[config.mk]
export PLATFORM = sky130hd
export DESIGN_NAME = alu_rs
export DESIGN_NICKNAME = d
export VERILOG_FILES = /design/src/rtl/alu_rs.sv
export SDC_FILE = /design/constraint.sdc
export NUM_CORES = 1
export LEC_CHECK = 0
export CORE_MARGIN = 1
export CORE_UTILIZATION = 30
export CTS_BUF_LIST = sky130_fd_sc_hd__clkbuf_16
export CTS_CLUSTER_SIZE = 16
export DETAILED_ROUTE_END_ITERATION = 6
export GPL_TIMING_DRIVEN = 0
export PLACE_DENSITY = 0.52
export REMOVE_ABC_BUFFERS = 1
export SYNTH_ARGS = -nofsm -noshare
export SYNTH_HDL_FRONTEND = slang
export SYNTH_SLANG_ARGS = --single-unit
[constraint.sdc]
create_clock -name clk -period 14.65 [get_ports clk]
set_input_delay 2.93 -clock clk [delete_from_list [all_inputs] [get_ports clk]]
set_output_delay 2.93 -clock clk [all_outputs]
set_load 0.005 [all_outputs]
[src/rtl/alu_rs.sv]
// rtl/alu_rs.sv - ALU reservation station with age-ordered oldest-ready select and dual-lane wakeup
module alu_rs #(
   parameter int DEPTH = 8,
   parameter int PRW   = 7
) (
   input  logic                        clk,
   input  logic                        reset,
   input  logic                        disp_valid,
   output logic                        disp_ready,
   input  logic [6:0]                  disp_opcode,
   input  logic [PRW-1:0]              disp_prd,
   input  logic [PRW-1:0]              disp_pr1,
   input  logic                        disp_pr1_ready,
   input  logic [PRW-1:0]              disp_pr2,
   input  logic                        disp_pr2_ready,
   input  logic [31:0]                 disp_imm,
   input  logic [3:0]                  disp_rob_index,
   input  logic [1:0]                  wb_valid,
   input  logic [2*PRW-1:0]            wb_tag,
   output logic                        iss_valid,
   input  logic                        iss_ready,
   output logic [6:0]                  iss_opcode,
   output logic [PRW-1:0]              iss_prd,
   output logic [PRW-1:0]              iss_pr1,
   output logic [PRW-1:0]              iss_pr2,
   output logic [31:0]                 iss_imm,
   output logic [3:0]                  iss_rob_index,
   input  logic                        flush,
   output logic [$clog2(DEPTH):0]      occupancy
);

   localparam int AW = $clog2(DEPTH);
   localparam int OW = AW + 1;
   localparam logic [OW-1:0] FULL_OCC = OW'(DEPTH);

   logic [DEPTH-1:0] e_valid;
   logic [DEPTH-1:0] e_rdy1;
   logic [DEPTH-1:0] e_rdy2;
   logic [6:0]       e_opcode [DEPTH];
   logic [PRW-1:0]   e_prd    [DEPTH];
   logic [PRW-1:0]   e_pr1    [DEPTH];
   logic [PRW-1:0]   e_pr2    [DEPTH];
   logic [31:0]      e_imm    [DEPTH];
   logic [3:0]       e_rob    [DEPTH];
   logic [AW-1:0]    e_age    [DEPTH];
   logic [OW-1:0]    occ;

   logic [PRW-1:0]   wb_tag0;
   logic [PRW-1:0]   wb_tag1;
   logic [DEPTH-1:0] hit1;
   logic [DEPTH-1:0] hit2;
   logic             disp_hit1;
   logic             disp_hit2;

   logic             sel_found;
   logic [AW-1:0]    sel_idx;
   logic [AW-1:0]    sel_age;
   logic [AW-1:0]    free_idx;
   logic             alloc;
   logic             iss_fire;
   logic [AW-1:0]    new_age;

   assign wb_tag0 = wb_tag[0 +: PRW];
   assign wb_tag1 = wb_tag[PRW +: PRW];

   // Readiness depends only on the registered count, never on this cycle's issue.
   assign disp_ready = (occ < FULL_OCC);
   assign occupancy  = occ;

   assign disp_hit1 = (wb_valid[0] && wb_tag0 == disp_pr1) || (wb_valid[1] && wb_tag1 == disp_pr1);
   assign disp_hit2 = (wb_valid[0] && wb_tag0 == disp_pr2) || (wb_valid[1] && wb_tag1 == disp_pr2);

   // Per-entry tag match against both writeback lanes.
   always_comb begin
      hit1 = '0;
      hit2 = '0;
      for (int i = 0; i < DEPTH; i++) begin
         hit1[i] = (wb_valid[0] && wb_tag0 == e_pr1[i]) || (wb_valid[1] && wb_tag1 == e_pr1[i]);
         hit2[i] = (wb_valid[1] && wb_tag1 == e_pr2[i]) || (wb_valid[0] && wb_tag0 == e_pr2[i]);
      end
   end

   // Oldest-ready select from registered ready bits; ages of valid entries are unique.
   always_comb begin
      sel_found = 1'b0;
      sel_idx   = '0;
      sel_age   = '0;
      for (int i = 0; i < DEPTH; i++) begin
         if (e_valid[i] && e_rdy1[i] && e_rdy2[i] && (!sel_found || e_age[i] < sel_age)) begin
            sel_found = 1'b1;
            sel_idx   = AW'(i);
            sel_age   = e_age[i];
         end
      end
   end

   // Lowest-index free slot; scanned downward so the lowest free index wins.
   always_comb begin
      free_idx = '0;
      for (int i = DEPTH - 1; i >= 0; i--) begin
         if (!e_valid[i]) free_idx = AW'(i);
      end
   end

   assign iss_valid = sel_found && !flush;
   assign iss_fire  = iss_valid && iss_ready;
   assign alloc     = disp_valid && disp_ready && !flush;
   assign new_age   = AW'(occ - OW'(iss_fire));

   assign iss_opcode    = iss_valid ? e_opcode[sel_idx] : '0;
   assign iss_prd       = iss_valid ? e_prd[sel_idx]    : '0;
   assign iss_pr1       = iss_valid ? e_pr1[sel_idx]    : '0;
   assign iss_pr2       = iss_valid ? e_pr2[sel_idx]    : '0;
   assign iss_imm       = iss_valid ? e_imm[sel_idx]    : '0;
   assign iss_rob_index = iss_valid ? e_rob[sel_idx]    : '0;

   // Entry state: reset beats flush beats wakeup/issue/allocate.
   always_ff @(posedge clk) begin
      if (reset) begin
         e_valid <= '0;
         occ     <= '0;
      end else if (flush) begin
         e_valid <= '0;
         occ     <= '0;
      end else begin
         for (int i = 0; i < DEPTH; i++) begin
            if (e_valid[i]) begin
               if (hit1[i]) e_rdy1[i] <= 1'b1;
               if (hit2[i]) e_rdy2[i] <= 1'b1;
               if (iss_fire && e_age[i] > sel_age) e_age[i] <= e_age[i] - AW'(1);
            end
         end
         if (iss_fire) e_valid[sel_idx] <= 1'b0;
         if (alloc) begin
            e_valid[free_idx]  <= 1'b1;
            e_opcode[free_idx] <= disp_opcode;
            e_prd[free_idx]    <= disp_prd;
            e_pr1[free_idx]    <= disp_pr1;
            e_pr2[free_idx]    <= disp_pr2;
            e_imm[free_idx]    <= disp_imm;
            e_rob[free_idx]    <= disp_rob_index;
            e_rdy1[free_idx]   <= disp_pr1_ready || (disp_pr1 == '0) || disp_hit1;
            e_rdy2[free_idx]   <= disp_pr2_ready || (disp_pr2 == '0) || disp_hit2;
            e_age[free_idx]    <= new_age;
         end
         occ <= occ + OW'(alloc) - OW'(iss_fire);
      end
   end

endmodule

* Word-level counts from Yosys, hierarchy flattened
Memory sizes are Yosys's and may differ from the RTL's. Cells that the tools add are included.
Storage, ports and cells: register bits 28, latch bits 0, bits in writable memories 536, bits in read-only memories 0, bits of input ports 87, output and inout bits 70, logic and storage cells 354, memories kept 7
Memories:
- e_imm | words 8, bits a word 32, rd ports 1, clocked after memory_dff 0, wr ports 1, line 43 | logic [31:0] e_imm [DEPTH];
- e_opcode | words 8, bits a word 7, rd ports 1, clocked after memory_dff 0, wr ports 1, line 39 | logic [6:0] e_opcode [DEPTH];
- e_pr1 | words 8, bits a word 7, rd ports 9, clocked after memory_dff 0, wr ports 1, line 41 | logic [PRW-1:0] e_pr1 [DEPTH];
- e_pr2 | words 8, bits a word 7, rd ports 9, clocked after memory_dff 0, wr ports 1, line 42 | logic [PRW-1:0] e_pr2 [DEPTH];
- e_prd | words 8, bits a word 7, rd ports 1, clocked after memory_dff 0, wr ports 1, line 40 | logic [PRW-1:0] e_prd [DEPTH];
- e_rob | words 8, bits a word 4, rd ports 1, clocked after memory_dff 0, wr ports 1, line 44 | logic [3:0] e_rob [DEPTH];
- +1 memories
Cells by class: add/subtract/negate cells 11, $mul 0, divide/modulo/power cells 0, $lt $le $gt $ge 20, equal/unequal tests 36, shift-type cells 0, muxes and demuxes 157, bitwise logic cells 5, reduce and logical (&&, ||, !) cells 114
Operators by type and width (count):
- equality test 7 bit | 36
- 2-to-1 mux 1 bit | 119
- logical AND 1 bit | 73
- 2-to-1 mux 3 bit | 22
- 2-to-1 mux 8 bit | 6
- 2-to-1 mux 32 bit | 1
- logical OR 1 bit | 29
- 2-to-1 mux 7 bit | 4
- greater-than comparator 3 bit | 8
- subtractor 3 x 1 -> 3 bit, second input constant | 8
- < comparator 3 bit | 7
- bitwise mux 8 bit | 2
- zero test 7 bit | 2
- bitwise AND 8 bit | 1
- zero test 1 bit | 8
- < comparator 3 x 4 -> 1 bit, second input constant | 2
- inverter 8 bit | 1
- OR 8 bit | 1
- demux 1 bit (select 3 bit) | 2
- >= comparator 3 x 1 -> 1 bit, second input constant | 2
- adder 4 x 1 -> 4 bit | 1
- < comparator 4 bit, second input constant | 1
- 2-to-1 mux 4 bit | 1
- subtractor 4 x 1 -> 4 bit | 1
- 4 further kinds | 5

* Logic depth before layout (Yosys ltp)
Gate-level depths: netlist of the first run.
depth in word-level cells 42, gate-level depth with buffers 66, mapped depth without buffers 59

* Worst setup path after synthesis of the first run
OpenSTA, ideal clock, no wires.
kind flip-flop to output port, from register e_valid[0], to output port iss_imm[28], arrival time 10.491 ns, required time 11.720 ns, slack 1.229 ns, stages on the path, launching flop included 60, buffers on the path 6, cells stage by stage dfxtp_1 -> buf_6 -> and3_1 -> buf_6 -> nand2_1 -> ha_1 -> and2_1 -> a311o_1 -> a21oi_1 -> a32o_1 -> inv_1 -> ha_1 -> nand2b_1 -> o311ai_2 -> o22ai_2 -> nor2b_4 -> nor2_1 -> a21oi_1 -> [... 24 more ...] -> ha_1 -> inv_1 -> a311oi_1 -> o211ai_1 -> nand4_1 -> clkbuf_1 -> clkbuf_1 -> mux2i_1 -> ha_1 -> a41oi_1 -> nor3_1 -> nor2_1 -> nand2_1 -> and4b_1 -> buf_2 -> buf_2 -> a32oi_1 -> and4_1
On the way: cells in the longest elaborated chain, start to end 33, elaborated cells between the ends (all ways) 55, classes of those cells order compare (7); mux (23); reduce/logical (24); memory (1)
Ends and longest elaborated chain:
- start: declaration | line 36 | logic [DEPTH-1:0] e_valid;
- start signal: assignment | line 120 | e_valid <= '0;
- start signal: assignment | line 123 | e_valid <= '0;
- start signal: indexed assignment | line 133 | if (iss_fire) e_valid[sel_idx] <= 1'b0;
- logical AND 1 bit (*) (2 in a row) | line 89 | if (e_valid[i] && e_rdy1[i] && e_rdy2[i] && (!sel_found || e_age[i] < sel_age)) begin
- 2-to-1 mux 3 bit or 2-to-1 mux 1 bit (tied branches) | line 89
- < comparator 3 bit or zero test 1 bit (tied branches) | line 89
- logical OR 1 bit | line 89
- logical AND 1 bit | line 89
- 2-to-1 mux 3 bit or 2-to-1 mux 1 bit (tied branches) | line 89
- < comparator 3 bit or zero test 1 bit (tied branches) | line 89
- logical OR 1 bit | line 89
- [... 16 more ...]
- logical AND 1 bit | line 89
- 2-to-1 mux 3 bit or 2-to-1 mux 1 bit (tied branches) | line 89
- < comparator 3 bit or zero test 1 bit (tied branches) | line 89
- logical OR 1 bit | line 89
- logical AND 1 bit | line 89
- 2-to-1 mux 3 bit or 2-to-1 mux 1 bit (tied branches) | line 89
- memory read (8 x 32 bit) or logical AND 1 bit (tied branches)
- 2-to-1 mux 32 bit (*) | line 114 | assign iss_imm = iss_valid ? e_imm[sel_idx] : '0;
- end: declaration | line 26 | output logic [31:0] iss_imm,
Every way passes the cells marked *; elsewhere a longest branch is shown, timed or not.

* Worst setup path after layout of the first run
from register e_rdy1[0], to output port iss_rob_index[1]
On the way: cells in the longest elaborated chain, start to end 33, elaborated cells between the ends (all ways) 55, classes of those cells order compare (7); mux (23); reduce/logical (24); memory (1)
Ends and longest elaborated chain:
- start: declaration | line 37 | logic [DEPTH-1:0] e_rdy1;
- start signal: indexed assignment | line 142 | e_rdy1[free_idx] <= disp_pr1_ready || (disp_pr1 == '0) || disp_hit1;
- logical AND 1 bit (*) (2 in a row) | line 89
- 2-to-1 mux 3 bit or 2-to-1 mux 1 bit (tied branches) | line 89
- < comparator 3 bit or zero test 1 bit (tied branches) | line 89
- logical OR 1 bit | line 89
- logical AND 1 bit | line 89
- 2-to-1 mux 3 bit or 2-to-1 mux 1 bit (tied branches) | line 89
- < comparator 3 bit or zero test 1 bit (tied branches) | line 89
- logical OR 1 bit | line 89
- [... 16 more ...]
- logical AND 1 bit | line 89
- 2-to-1 mux 3 bit or 2-to-1 mux 1 bit (tied branches) | line 89
- < comparator 3 bit or zero test 1 bit (tied branches) | line 89
- logical OR 1 bit | line 89
- logical AND 1 bit | line 89
- 2-to-1 mux 3 bit or 2-to-1 mux 1 bit (tied branches) | line 89
- memory read (8 x 4 bit) or logical AND 1 bit (tied branches)
- 2-to-1 mux 4 bit (*) | line 115 | assign iss_rob_index = iss_valid ? e_rob[sel_idx] : '0;
- end: declaration | line 27 | output logic [3:0] iss_rob_index,
Marks and branches as above.

==> results of run 1 <==
[routing by layer]
metal  GRT usage, %  routed length [µm]  up-vias
li1               -                   -     8851
met1          26.21               40310     9988
met2          32.13               43450      764
met3          3.091                5970      198
met4          5.599                2293       10
met5              0                  72        -
[report_power, final]
part,internal (mW),leakage (nW),total (mW),switching (mW)
clock,0.896,1.02,1.54,0.648
sequential,1.78,5.11,1.78,0.00470
combinational,0.0578,5.40,0.146,0.0885
total,2.73,11.5,3.47,0.741
[through the flow]
step / instance area [µm²] / util [%]
global route: 34440 / 38.32
CTS: 34060 / 37.90
detailed placement: 30840 / 34.32
finish: 34440 / 38.32
global placement: 29620 / 32.96
floorplan: 26590 / -
[timing repair]
item                       CTS  global route
setup endpoints to repair   64            88
hold buffers                 0             0
cloned                      13             3
gates resized for setup     55            39
setup buffers               89            16
pin swaps                   24            34
[placed cells by master, fill, tap and decap left out, drive strengths merged, types with 8 or more instances in the layout]
cell type	instances
a21oi	62
a311oi	9
a32oi	64
a41oi	9
and3	24
and4	50
buf	175
bufinv	8
clkbuf	63
clkdlybuf4s50	145
clkinv	27
dfxtp	12
edfxtp	552
ha	42
inv	49
mux2i	86
nand2	351
nand3	77
nand4	54
nor2	146
nor3	37
nor4	24
o21a	8
o21ai	100
xnor2	134
xor2	130
[registers in the layout (all words and copies together) (netlist names)]
register and flops:
e_rdy1 8, e_prd 56, e_pr1 56, occupancy 4, e_rob 32, e_age 24
e_imm 256, e_opcode 56, e_rdy2 8, e_pr2 56, e_valid 8
[area by class of cell]
cell class / instances / area, µm²
Clock inverter: 48 / 483.0
Tap cell: 1176 / 1471
Multi-Input combinational cell: 1507 / 10200
Timing Repair Buffer: 333 / 3790
Fill cell: 8470 / 55440
Inverter: 39 / 146.4
Sequential cell: 564 / 16820
Clock buffer: 61 / 1526
[kinds of logic after synthesis]
| logic type | after synthesis | synth area share, % |
|---|---|---|
| simple gates | 795 | 13.88 |
| mux | 87 | 3.206 |
| fa+ha+maj | 43 | 2.006 |
| xor+xnor | 264 | 8.501 |
| compound gates | 311 | 7.784 |
| flops | 564 | 61.83 |
| buf+inv | 173 | 2.792 |
[critical path: cells and delay by family (launching register included)]
kind | cells | cell delay [ns]
simple gates | 19 | 2.92
compound gates | 18 | 3.36
flops | 1 | 0.37
buf+inv | 10 | 1.51
mux | 4 | 1.09
fa+ha+maj | 7 | 1.72
[worst max path at each step]
| stage | cells after the start | slack, ns | endpoint |
|---|---|---|---|
| after floorplan | 54 | -4.91 | iss_pr1[0] |
| after global placement | 55 | -17.84 | iss_pr1[4] |
| after detailed placement | 55 | -2.08 | iss_pr2[2] |
| after CTS | 58 | 0.002 | iss_imm[6] |
| after global routing | 57 | -0.34 | iss_opcode[4] |
| final | 58 | 0.10 | iss_rob_index[1] |
==> out/results.md, run 1 <==
| Stage | Result | This run |
|:---|:---|:---|
| status | Status | finished with violations |
| status | Violations in the final reports | DRC, capacitance limit, slew limit |
| logic synthesis | Number of warnings issued by yosys | 0 |
| logic synthesis | Cell types with the largest area share after synthesis | sky130_fd_sc_hd__edfxtp_1 (61%), sky130_fd_sc_hd__nand2_1 (4.8%), sky130_fd_sc_hd__xnor2_1 (4.3%) |
| placed design | Placed Cells | 3498 |
| logic synthesis | Top FF cell, synth | sky130_fd_sc_hd__edfxtp_1 |
| detailed routing | DRC violations left | 1 |
| power and ir drop | Power per cell area | 100.9 nW/µm² |
| floorplanning | Initial cell density of the core | 30.26% |
| detailed routing | Number of iterations in the first detailed-routing pass | 7 |
| worst setup path | Crit path launch type | flop |
| global routing | GRT Resource Usage Total | 19.42% |
| timing | Final Hold Viols | 0 |
| floorplanning | Vert. Die Dim | 303.1 µm |
| global routing | Maximum number of pins on one net before global-route repair | 39 |
| timing | Worst slew pin tran | 1.510 ns |
| detailed routing | Post-Route WL | 92100 µm |
| power and ir drop | Leakage power of the design | 11.52 nW |
| timing | Setup tns final | 0 ns |
| worst setup path | CP required | 11.72 ns |
| placed design | Final GP Congestion | 0.9028 |
| detailed routing | Detailed-route via count | 19810 |
| worst setup path | Flop-to-flop setup slack | 0.16 ns |
| worst hold path | Hold EP | e_rdy1[3] |
| logic synthesis | Post-synthesis sequential area ratio | 61.83% |
| logic synthesis | Area fraction of the dominant cell type after synthesis | 60.94% |
| global routing | Global-route wire length before repair | 131400 µm |
| clock network | H-Tree Depth | 2 |
| timing | Post-route clock period utilization | 99.29% |
| worst setup path | Critical path data arrival time | 11.62 ns |
| global routing | Total global routing overflow | 0 |
| timing | Crit path time final | 14.55 ns |
| worst setup path | Maximum single-stage delay on the critical path | 0.51 ns |
| power and ir drop | Worst supply voltage drop on vdd | 0.0001132 V |
| worst setup path | Worst-path maximum fanout | 8 |
| logic synthesis | Most used standard cells in the synthesized netlist | sky130_fd_sc_hd__edfxtp_1 (552), sky130_fd_sc_hd__nand2_1 (350), sky130_fd_sc_hd__nor2_1 (146) |
| power and ir drop | Overall power after layout | 3.474 mW |
| logic synthesis | Mean post-synth cell area | 12.16 µm² |
| worst setup path | Reg2Reg Launch Point | e_rdy1[0] |
| clock network | Number of buffers inserted during clock tree synthesis | 61 |
| timing | Final Setup Violations | 0 |
| worst setup path | Terminus of the critical flop-to-flop path | e_age[5][2] |
| worst setup path | CP endpoint kind | primary output |
| worst hold path | Hold Crit Depth | 1 |
| floorplanning | Total die area | 91870 µm² |
| placed design | Hpwl dp | 54070 µm |
| worst setup path | Origin of the worst setup path | e_rdy1[0] |
| clock network | Source-to-sink clock delay at the later pin of the worst-skew pair | 0.66 ns |
| logic synthesis | Cell count after synthesis | 2237 |
| logic synthesis | Most repeated cell in the gate-level netlist after synthesis | sky130_fd_sc_hd__edfxtp_1 |
| clock network | Deepest clock path buffer count | 3 |
| cells and area | Layout Area Growth over Synthesis | 26.62% |
| logic synthesis | Number of distinct library cell variants in the gate-level netlist after synthesis | 78 |
| clock network | Clock Pin Slew Worst Setup and Hold Paths | 0.06 ns |
| timing | Final Max Slew Viols | 19 |
| worst setup path | Worst-path cell with the longest stage delay | sky130_fd_sc_hd__clkdlybuf4s50_1 |
| timing | Worst-case headroom to the max-slew limit | -0.9692% |
| cells and area | Count of inserted antenna diode cells | 0 |
| worst hold path | Hold path startpoint | e_rdy1[3] |
| worst hold path | Tightest Hold Check Type | flop to flop |
| floorplanning | I/O pin count | 157 |
| worst setup path | Cell count of the worst reg-to-reg path | 90 |
| clock network | Root buffer selected by CTS | sky130_fd_sc_hd__clkbuf_16 |
| logic synthesis | Number of synthesized flops with an enable pin | 552 |
| detailed routing | Post-DRT Antenna Nets | 0 |
| job | Maxcap violations | 1 |
| logic synthesis | Post-synth design cell area | 27200 µm² |
| clock network | TritonCTS clock tree | yes |
| global routing | Vias in the first global route | 19570 |
| logic synthesis | Total of flip-flops plus latches after synthesis | 564 |
| timing | Highest achievable clock rate | 68.75 MHz |
| global routing | Initial antenna violation count | 5 |
| logic synthesis | Leading area contributor after synthesis | sky130_fd_sc_hd__edfxtp_1 |
| cells and area | Final cell count without fillers | 3728 |
| detailed routing | Routed vias/inst | 5.314 |
| timing | Worst clock skew on the final layout | 0.03571 ns |
| cells and area | Layout cell share with drive strength beyond 1 | 14.34% |
| detailed routing | DR WL/cell | 24.71 µm |
| timing | Unrepaired setup endpoints after global routing | yes |
| floorplanning | Area of the core | 89870 µm² |
| placed design | Port buffer count | 156 |
| worst setup path | Setup CP Type | flop to primary output |
| detailed routing | First-iteration detailed-routing DRC count | 1710 |
| timing | Post-route setup slack | 0.1043 ns |
| worst setup path | Most prevalent standard cell on the critical path | sky130_fd_sc_hd__inv_1 |
| clock network | Clock sinks | 564 |
| timing | Hold slack | 0.5790 ns |
| logic synthesis | Share of synthesized flip-flops with an asynchronous set or reset | 0% |
| floorplanning | DIE WIDTH | 303.1 µm |
| floorplanning | FP Rows | 110 |
| placed design | Worst slack at placement | -2.076 ns |
| cells and area | Number of nets at the end of the flow | 2636 |
(Power assumes the default switching activity.)
==> run 2: changes to the inputs <==
--- a/config.mk
+++ b/config.mk
@@ -5,6 +5,7 @@
 export SDC_FILE = /design/constraint.sdc
 export NUM_CORES = 1
 export LEC_CHECK = 0
+export ABC_AREA = 1
 export CORE_MARGIN = 1
 export CORE_UTILIZATION = 30
 export CTS_BUF_LIST = sky130_fd_sc_hd__clkbuf_16
==> run 2 against run 1 <==
Effect of this change: the run ends with DRC left; final area down 4.9%; core utilization fell by 2.0 points; cell count rose by 8.3%; clock skew grew 0.020 ns; via count grew 3.3%; register-to-register slack improved by 4.9 ns; critical path type unchanged; critical endpoint is now iss_pr2[2]; highest routed layer unchanged.
==> out/results.md, run 2 <==
| Stage | Result | This run | Delta |
|:---|:---|:---|:---|
| status | Status | finished with violations | unchanged |
| status | Violations in the final reports | DRC | was DRC, capacitance limit, slew limit |
| detailed routing | DR WL/cell | 21.25 µm | was 24.71 µm |
| clock network | Clock sinks | 564 | unchanged |
| logic synthesis | Top FF cell, synth | sky130_fd_sc_hd__edfxtp_1 | unchanged |
| worst setup path | Flop-to-flop setup slack | 5.08 ns | was 0.16 ns |
| detailed routing | Number of iterations in the first detailed-routing pass | 7 | unchanged |
| logic synthesis | Area fraction of the dominant cell type after synthesis | 60.52% | was 60.94% |
| floorplanning | Vert. Die Dim | 304.2 µm | was 303.1 µm |
| timing | Final Max Slew Viols | 0 | was 19 |
| power and ir drop | Worst supply voltage drop on vdd | 0.00009084 V | was 0.0001132 V |
| cells and area | Number of nets at the end of the flow | 2943 | was 2636 |
| worst setup path | Reg2Reg Launch Point | e_valid[0] | was e_rdy1[0] |
| power and ir drop | Cell Int Power | 2.737 mW | was 2.733 mW |
| cells and area | Commonest cells after routing, fill and taps aside | sky130_fd_sc_hd__nand2_1 (768), sky130_fd_sc_hd__edfxtp_1 (552), sky130_fd_sc_hd__nand3_1 (329), sky130_fd_sc_hd__inv_1 (182), sky130_fd_sc_hd__clkdlybuf4s50_1 (156) | was sky130_fd_sc_hd__edfxtp_1 (552), sky130_fd_sc_hd__nand2_1 (348), sky130_fd_sc_hd__clkdlybuf4s50_1 (145), sky130_fd_sc_hd__xnor2_1 (134), sky130_fd_sc_hd__nor2_1 (132) |
| logic synthesis | Share of synthesized flip-flops with an asynchronous set or reset | 0% | unchanged |
| logic synthesis | Most used standard cells in the synthesized netlist | sky130_fd_sc_hd__nand2_1 (768), sky130_fd_sc_hd__edfxtp_1 (552), sky130_fd_sc_hd__nand3_1 (329) | was sky130_fd_sc_hd__edfxtp_1 (552), sky130_fd_sc_hd__nand2_1 (350), sky130_fd_sc_hd__nor2_1 (146) |
| worst hold path | Hold Crit Depth | 2 | was 1 |
| cells and area | Register with the most flip-flops | e_imm | unchanged |
| timing | Worst clock skew on the final layout | 0.05536 ns | was 0.03571 ns |
| logic synthesis | Mean post-synth cell area | 10.20 µm² | was 12.16 µm² |
| clock network | Clock Pin Slew Worst Setup and Hold Paths | 0.05 ns | was 0.06 ns |
| detailed routing | Post-DRT Antenna Nets | 0 | unchanged |
| logic synthesis | Cell types with the largest area share after synthesis | sky130_fd_sc_hd__edfxtp_1 (61%), sky130_fd_sc_hd__nand2_1 (11%), sky130_fd_sc_hd__nand3_1 (6.0%) | was sky130_fd_sc_hd__edfxtp_1 (61%), sky130_fd_sc_hd__nand2_1 (4.8%), sky130_fd_sc_hd__xnor2_1 (4.3%) |
| global routing | GRT Resource Usage Total | 18.12% | was 19.42% |
| worst setup path | CP endpoint kind | primary output | unchanged |
| detailed routing | Routed vias/inst | 5.069 | was 5.314 |
| power and ir drop | Logic pwr share | 4.4% | was 4.2% |
| logic synthesis | Total of flip-flops plus latches after synthesis | 564 | unchanged |
| power and ir drop | Power per cell area | 107.7 nW/µm² | was 100.9 nW/µm² |
| worst setup path | Origin of the worst setup path | e_valid[0] | was e_rdy1[0] |
| worst setup path | Terminus of the critical flop-to-flop path | e_age[3][0] | was e_age[5][2] |
| floorplanning | Initial cell density of the core | 30.34% | was 30.26% |
| clock network | Number of buffers inserted during clock tree synthesis | 66 | was 61 |
| global routing | Global-route wire length before repair | 126500 µm | was 131400 µm |
| cells and area | FILL cells | 8963 | was 8470 |
| cells and area | Layout cell share with drive strength beyond 1 | 6.254% | was 14.34% |
| logic synthesis | Most repeated cell in the gate-level netlist after synthesis | sky130_fd_sc_hd__nand2_1 | was sky130_fd_sc_hd__edfxtp_1 |
| placed design | Placed Cells | 3920 | was 3498 |
| worst setup path | Critical Path End | iss_pr2[2] | was iss_rob_index[1] |
| logic synthesis | Cell count after synthesis | 2686 | was 2237 |
| job | Maxcap violations | 0 | was 1 |
| cells and area | Largest register FFs | 256 | unchanged |
| clock network | Post CTS Setup Buffer Count | 0 | was 89 |
| worst setup path | Maximum single-stage delay on the critical path | 0.54 ns | was 0.51 ns |
| detailed routing | Detailed-route via count | 20470 | was 19810 |
| logic synthesis | Post-synthesis sequential area ratio | 61.39% | was 61.83% |
| floorplanning | Total die area | 92520 µm² | was 91870 µm² |
| logic synthesis | Post-synth design cell area | 27390 µm² | was 27200 µm² |
| timing | Crit path time final | 13.88 ns | was 14.55 ns |
| logic synthesis | Number of synthesized flops with an enable pin | 552 | unchanged |
| placed design | Port buffer count | 156 | unchanged |
| cells and area | Core occupancy in the finished layout | 36.28% | was 38.32% |
| logic synthesis | Number of warnings issued by yosys | 0 | unchanged |
| power and ir drop | Net Switching | 0.7902 mW | was 0.7412 mW |
| logic synthesis | Leading area contributor after synthesis | sky130_fd_sc_hd__edfxtp_1 | unchanged |
| power and ir drop | Leakage power of the design | 11.68 nW | was 11.52 nW |
| clock network | Root buffer selected by CTS | sky130_fd_sc_hd__clkbuf_16 | unchanged |
| power and ir drop | Net Sw Frac | 22.40% | was 21.34% |
| timing | Highest achievable clock rate | 72.06 MHz | was 68.75 MHz |
| floorplanning | I/O pin count | 157 | unchanged |
| placed design | Final GP Congestion | 0.9063 | was 0.9028 |
| power and ir drop | Share of power burned in registers | 50.6% | was 51.4% |
| worst setup path | CP required | 11.72 ns | about the same |
| worst setup path | Cell count of the worst reg-to-reg path | 59 | was 90 |
| logic synthesis | Number of distinct library cell variants in the gate-level netlist after synthesis | 49 | was 78 |
| worst setup path | Crit path launch type | flop | unchanged |
| clock network | H-Tree Depth | 3 | was 2 |
| worst setup path | Worst-path maximum fanout | 39 | was 8 |
| timing | Final Setup Violations | 0 | unchanged |
| power and ir drop | Clock network fraction of total power | 45.0% | was 44.4% |
| clock network | Deepest clock path buffer count | 3 | unchanged |
| timing | Worst slew pin tran | 1.292 ns | was 1.510 ns |
| floorplanning | FP Rows | 110 | unchanged |
| detailed routing | DRC violations left | 1 | unchanged |
| timing | Post-route clock period utilization | 94.72% | was 99.29% |
| detailed routing | First-iteration detailed-routing DRC count | 2023 | was 1710 |
| floorplanning | DIE WIDTH | 304.2 µm | was 303.1 µm |
| worst setup path | Most prevalent standard cell on the critical path | sky130_fd_sc_hd__nand2_1 | was sky130_fd_sc_hd__inv_1 |
| global routing | Total global routing overflow | 0 | unchanged |
| worst setup path | Critical path data arrival time | 10.95 ns | was 11.62 ns |
| detailed routing | Post-Route WL | 85820 µm | was 92100 µm |
| worst hold path | Tightest Hold Check Type | flop to flop | unchanged |
| clock network | Source-to-sink clock delay at the later pin of the worst-skew pair | 0.63 ns | was 0.66 ns |
| timing | Final Hold Viols | 0 | unchanged |
| timing | Unrepaired setup endpoints after global routing | no | was yes |
| cells and area | Count of inserted antenna diode cells | 0 | unchanged |
| timing | Worst-case headroom to the max-slew limit | 13.61% | was -0.9692% |
| worst setup path | Setup CP Type | flop to primary output | unchanged |
| worst setup path | Worst-path cell with the longest stage delay | sky130_fd_sc_hd__clkdlybuf4s50_1 | unchanged |
| placed design | Hpwl dp | 52650 µm | was 54070 µm |
| global routing | Vias in the first global route | 19560 | was 19570 |
| cells and area | Layout Area Growth over Synthesis | 19.60% | was 26.62% |
| clock network | TritonCTS clock tree | yes | unchanged |
| cells and area | Most frequent standard cell in the layout excluding fill and tap cells | sky130_fd_sc_hd__nand2_1 | was sky130_fd_sc_hd__edfxtp_1 |
| global routing | Initial antenna violation count | 6 | was 5 |
| cells and area | Final cell count without fillers | 4038 | was 3728 |
| global routing | Maximum number of pins on one net before global-route repair | 136 | was 39 |
| timing | Setup tns final | 0 ns | unchanged |
| timing | Hold slack | 0.5378 ns | was 0.5790 ns |
| floorplanning | Area of the core | 90290 µm² | was 89870 µm² |
## run 2: cell types whose count changed after synthesis, sizes merged, moves of 21 or more
cell and delta:
a21oi +36, a32oi -63, and3 -21, and4 -50
inv +138, mux2i -75, nand2 +441, nand3 +253
nand4 -29, o2111ai +21, o22ai +49, xnor2 -99
xor2 -87
## run 2: cell type report
type | instances | area [µm²] | share of cell area, %
flip-flops and latches | 564 | 16820 | 51.33
multi-input cells | 1807 | 9291 | 28.36
repair buffers | 192 | 2362 | 7.211
clock buffers | 66 | 1652 | 5.041
well taps | 1176 | 1471 | 4.491
inverters | 182 | 714.4 | 2.181
clock inverters | 51 | 452.9 | 1.383
## run 2: kinds of logic (layout without fill, tap and decap cells)
logic type / Yosys count / in the layout / synth area share (%)
adders and majority gates: 43 / 43 / 1.992
muxes: 11 / 11 / 0.4020
xor gates and xnor gates: 78 / 78 / 2.494
and+or+nand+nor: 1309 / 1310 / 20.37
AOI/OAI and AO/OA: 365 / 365 / 8.250
buffers and inverters: 316 / 491 / 5.098
DFF: 564 / 564 / 61.39
## run 2: critical path: cells and delay by family (launching register included)
kind | cells | cell delay (ns)
fa+ha+maj | 7 | 2.09
simple gates | 37 | 3.87
compound gates | 9 | 2.13
buf+inv | 9 | 1.63
flops | 1 | 0.50
## run 2: metal layers
layer	GRT usage, %	share of wire, %	routed length, µm
met4	5.596	2.6	2225
met5	0	0.11	92
met3	3.621	7.7	6628
met1	25.10	44	38180
met2	28.46	45	38690
## run 2: worst min path at each step
| stage | start | to | slack, ns |
|---|---|---|---|
| final | e_valid[7] | e_valid[7] | 0.54 |
| after global routing | e_valid[7] | e_valid[7] | 0.55 |
| after CTS | e_valid[7] | e_valid[7] | 0.53 |
| after detailed placement | e_valid[7] | e_valid[7] | 0.52 |
| after global placement | e_valid[7] | e_valid[7] | 0.51 |
| after floorplan | e_valid[7] | e_valid[7] | 0.48 |
## run 2: what timing repair did
action,CTS,global route
setup endpoints to repair,0,64
hold buffers,0,0
resized for setup,0,10
## run 2: metrics by stage
stage | instance area, µm² | power (mW) | setup WS [ns]
2_1_floorplan | 26680 | 1.876 | 1.452
3_3_place_gp | 29710 | 1.968 | -4.373
3_5_place_dp | 30610 | 1.969 | 1.028
4_1_cts | 32710 | 3.563 | 0.2665
5_1_grt | 32760 | 3.638 | 0.06696
6_report | 32760 | 3.527 | 0.7729
## run 2: power groups by stage
stage | Clock [mW] | Sequential (mW) | Combinational [mW]
2_1_floorplan | 0 | 1.82 | 0.0586
3_5_place_dp | 0 | 1.82 | 0.152
6_report | 1.59 | 1.78 | 0.155
5_1_grt | 1.69 | 1.78 | 0.166
4_1_cts | 1.63 | 1.78 | 0.152
3_3_place_gp | 0 | 1.82 | 0.148
==> run 3: changes to the inputs <==
--- a/config.mk
+++ b/config.mk
@@ -12,7 +12,7 @@
 export CTS_CLUSTER_SIZE = 16
 export DETAILED_ROUTE_END_ITERATION = 6
 export GPL_TIMING_DRIVEN = 0
-export PLACE_DENSITY = 0.52
+export PLACE_DENSITY = 0.53
 export REMOVE_ABC_BUFFERS = 1
 export SYNTH_ARGS = -nofsm -noshare
 export SYNTH_HDL_FRONTEND = slang
==> constraint.sdc (replaced) <==
create_clock -name clk -period 12.3 [get_ports clk]
set_input_delay 2.46 -clock clk [delete_from_list [all_inputs] [get_ports clk]]
set_output_delay 2.46 -clock clk [all_outputs]
set_load 0.005 [all_outputs]
==> run 3 against run 2 <==
Effect of this change: the run still ends with DRC left; non-clock buffer count up 50; register-to-register slack worse by 1.6 ns; wire length up 8.4%; critical path depth up 4; first-iteration DRC count up 4.3%; hold slack better by 0.0030 ns; sequential share of layout area down 1.6 points; sequential cell count unchanged; global-route usage up 0.70 points; setup slack worse by 0.15 ns; clock power up 15%; largest power group unchanged; highest routed layer unchanged.
==> out/results.md, run 3 (synthesis gave the netlist of run 2 again) <==
| Stage | Result | This run | Delta |
|:---|:---|:---|:---|
| clock network | Clock sinks | 564 | unchanged |
| floorplanning | Total die area | 92520 µm² | unchanged |
| cells and area | Commonest cells after routing, fill and taps aside | sky130_fd_sc_hd__nand2_1 (766), sky130_fd_sc_hd__edfxtp_1 (552), sky130_fd_sc_hd__nand3_1 (329), sky130_fd_sc_hd__inv_1 (190), sky130_fd_sc_hd__clkdlybuf4s50_1 (146) | was sky130_fd_sc_hd__nand2_1 (768), sky130_fd_sc_hd__edfxtp_1 (552), sky130_fd_sc_hd__nand3_1 (329), sky130_fd_sc_hd__inv_1 (182), sky130_fd_sc_hd__clkdlybuf4s50_1 (156) |
| cells and area | Final cell count without fillers | 4085 | was 4038 |
| detailed routing | First-iteration detailed-routing DRC count | 2110 | was 2023 |
| placed design | Final GP Congestion | 0.9177 | was 0.9063 |
| worst setup path | Crit path launch type | flop | unchanged |
| power and ir drop | Net Sw Frac | 21.81% | was 22.40% |
| worst setup path | Worst-path maximum fanout | 17 | was 39 |
| clock network | Root buffer selected by CTS | sky130_fd_sc_hd__clkbuf_16 | unchanged |
| detailed routing | Number of iterations in the first detailed-routing pass | 7 | unchanged |
| timing | Final Setup Violations | 0 | unchanged |
| timing | Final Max Slew Viols | 0 | unchanged |
| worst setup path | CP required | 9.84 ns | was 11.72 ns |
| cells and area | Number of nets at the end of the flow | 2989 | was 2943 |
| worst hold path | Tightest Hold Check Type | flop to flop | unchanged |
| timing | Worst-case headroom to the max-slew limit | 15.24% | was 13.61% |
| cells and area | Core occupancy in the finished layout | 37.44% | was 36.28% |
| worst setup path | Critical path data arrival time | 9.22 ns | was 10.95 ns |
| status | Status | finished with violations | unchanged |
| detailed routing | Detailed-route via count | 21140 | was 20470 |
| power and ir drop | Worst supply voltage drop on vdd | 0.0001261 V | was 0.00009084 V |
| detailed routing | DR WL/cell | 22.77 µm | was 21.25 µm |
| placed design | Port buffer count | 156 | unchanged |
| placed design | Worst slack at placement | -0.8502 ns | was 1.028 ns |
| global routing | Vias in the first global route | 19740 | was 19560 |
| floorplanning | I/O pin count | 157 | unchanged |
| worst setup path | Most prevalent standard cell on the critical path | sky130_fd_sc_hd__nand2_1 | unchanged |
| timing | Post-route clock period utilization | 94.97% |  |
| global routing | Initial antenna violation count | 6 | unchanged |
| global routing | Global-route wire length before repair | 130900 µm | was 126500 µm |
| clock network | Number of buffers inserted during clock tree synthesis | 61 | was 66 |
| placed design | Placed Cells | 3924 | was 3920 |
| floorplanning | DIE WIDTH | 304.2 µm | unchanged |
| clock network | Deepest clock path buffer count | 3 | unchanged |
| power and ir drop | Net Switching | 0.9029 mW | was 0.7902 mW |
| clock network | H-Tree Depth | 2 | was 3 |
| timing | Highest achievable clock rate | 85.61 MHz |  |
| floorplanning | Initial cell density of the core | 30.34% | unchanged |
| power and ir drop | Leakage power of the design | 12.33 nW | was 11.68 nW |
| floorplanning | FP Rows | 110 | unchanged |
| floorplanning | Area of the core | 90290 µm² | unchanged |
| timing | Post-route setup slack | 0.6188 ns | was 0.7729 ns |
| job | Maxcap violations | 0 | unchanged |
| detailed routing | Routed vias/inst | 5.174 | was 5.069 |
| worst setup path | CP endpoint kind | primary output | unchanged |
| clock network | TritonCTS clock tree | yes | unchanged |
| cells and area | Layout cell share with drive strength beyond 1 | 8.975% | was 6.254% |
| cells and area | Register with the most flip-flops | e_imm | unchanged |
| power and ir drop | Cell Int Power | 3.238 mW | was 2.737 mW |
| detailed routing | Post-Route WL | 93030 µm | was 85820 µm |
| power and ir drop | Share of power burned in registers | 51.3% | was 50.6% |
| placed design | Total cell area at the placement stage | 30720 µm² | was 30610 µm² |
| power and ir drop | Clock network fraction of total power | 44.2% | was 45.0% |
| detailed routing | Post-DRT Antenna Nets | 0 | unchanged |
| placed design | Hpwl dp | 53290 µm | was 52650 µm |
| timing | Final Hold Viols | 0 | unchanged |
| global routing | Total global routing overflow | 0 | unchanged |
| cells and area | Most frequent standard cell in the layout excluding fill and tap cells | sky130_fd_sc_hd__nand2_1 | unchanged |
| global routing | Maximum number of pins on one net before global-route repair | 69 | was 136 |
| cells and area | Largest register FFs | 256 | unchanged |
| clock network | Clock Pin Slew Worst Setup and Hold Paths | 0.07 ns | was 0.05 ns |
| power and ir drop | Logic pwr share | 4.5% | was 4.4% |
| timing | Crit path time final | 11.68 ns |  |
| cells and area | Layout Area Growth over Synthesis | 23.40% | was 19.60% |
| timing | Hold slack | 0.5408 ns | was 0.5378 ns |
| timing | Worst clock skew on the final layout | 0.05271 ns | was 0.05536 ns |
| status | Violations in the final reports | DRC | unchanged |
| worst setup path | Maximum single-stage delay on the critical path | 0.53 ns | was 0.54 ns |
| floorplanning | Vert. Die Dim | 304.2 µm | unchanged |
| worst setup path | Flop-to-flop setup slack | 3.52 ns | was 5.08 ns |
| power and ir drop | Power per cell area | 122.5 nW/µm² | was 107.7 nW/µm² |
| cells and area | Design Area, Final | 33800 µm² | was 32760 µm² |
| timing | Worst slew pin tran | 1.267 ns | was 1.292 ns |
| worst setup path | Worst-path cell with the longest stage delay | sky130_fd_sc_hd__clkdlybuf4s50_1 | unchanged |
| global routing | GRT Resource Usage Total | 18.82% | was 18.12% |
| detailed routing | DRC violations left | 1 | unchanged |
| clock network | Source-to-sink clock delay at the later pin of the worst-skew pair | 0.65 ns | was 0.63 ns |
| worst setup path | Setup CP Type | flop to primary output | unchanged |
## run 3: cell types whose count changed in the layout (fill, tap and decap cells not counted), sizes merged
cell,change
clkinvlp,-2
nand2,+1
dlymetal6s2s,+10
clkbuf,+8
inv,+5
buf,+35
bufbuf,+3
clkdlybuf4s50,-10
bufinv,+3
diode,+1
clkinv,-7
## run 3: metal layers
layer | GRT usage [%] | wire (µm) | up-vias
met3 | 3.670 | 7140 | 165
met1 | 25.71 | 40500 | 10280
met2 | 30.30 | 43100 | 847
met5 | 0 | 45 | -
li1 | - | - | 9833
met4 | 5.230 | 2245 | 8
## run 3: what timing repair did
| action | 4_1_cts | 5_1_grt |
|---|---|---|
| hold buffers | 0 | 0 |
| pin swaps | 4 | 12 |
| setup endpoints to repair | 64 | 64 |
| gates cloned | 11 | 14 |
| resized for setup | 25 | 74 |
| setup buffers | 2 | 21 |
## run 3: power by group through the flow
| stage | Combinational, mW | Sequential (mW) | Clock (mW) |
|---|---|---|---|
| after floorplan | 0.0698 | 2.16 | 0 |
| after global routing | 0.199 | 2.12 | 1.94 |
| after global placement | 0.176 | 2.17 | 0 |
| after CTS | 0.182 | 2.12 | 1.87 |
| final | 0.187 | 2.12 | 1.83 |
| after detailed placement | 0.180 | 2.16 | 0 |
## run 3: final cells by class
type                       instances  area [µm²]
inverter                         182       737.0
tap                             1176        1471
multi-input combinational       1808        9484
timing repair buffer             242        3302
sequential                       564       16820
clock buffer                      62        1551
antenna                            1       2.502
clock inverter                    50       432.9
fill                            8940       56490
## run 3: worst paths after layout
check	to	startpoint	cells after the start
setup / recovery	iss_pr1[4]	e_rdy1[0]	66
setup reg to reg	e_age[2][1]	e_rdy1[0]	64
hold / removal	e_valid[7]	e_valid[7]	2
hold reg to reg	e_valid[7]	e_valid[7]	2
## run 3: worst max-delay path: cells and delay by family, from the launching register on
| family | cells | cell delay, ns |
|---|---|---|
| and+or+nand+nor | 38 | 3.46 |
| adders and majority gates | 7 | 2.02 |
| buffers and inverters | 9 | 1.35 |
| AOI/OAI and AO/OA | 12 | 1.29 |
| DFF | 1 | 0.40 |
## run 3: through the flow
stage	setup TNS (ns)	power, mW
after floorplan	-24.27	2.235
after global placement	-376.60	2.343
after detailed placement	-31.69	2.345
after CTS	0	4.171
after global routing	-1.654	4.263
final	0	4.140
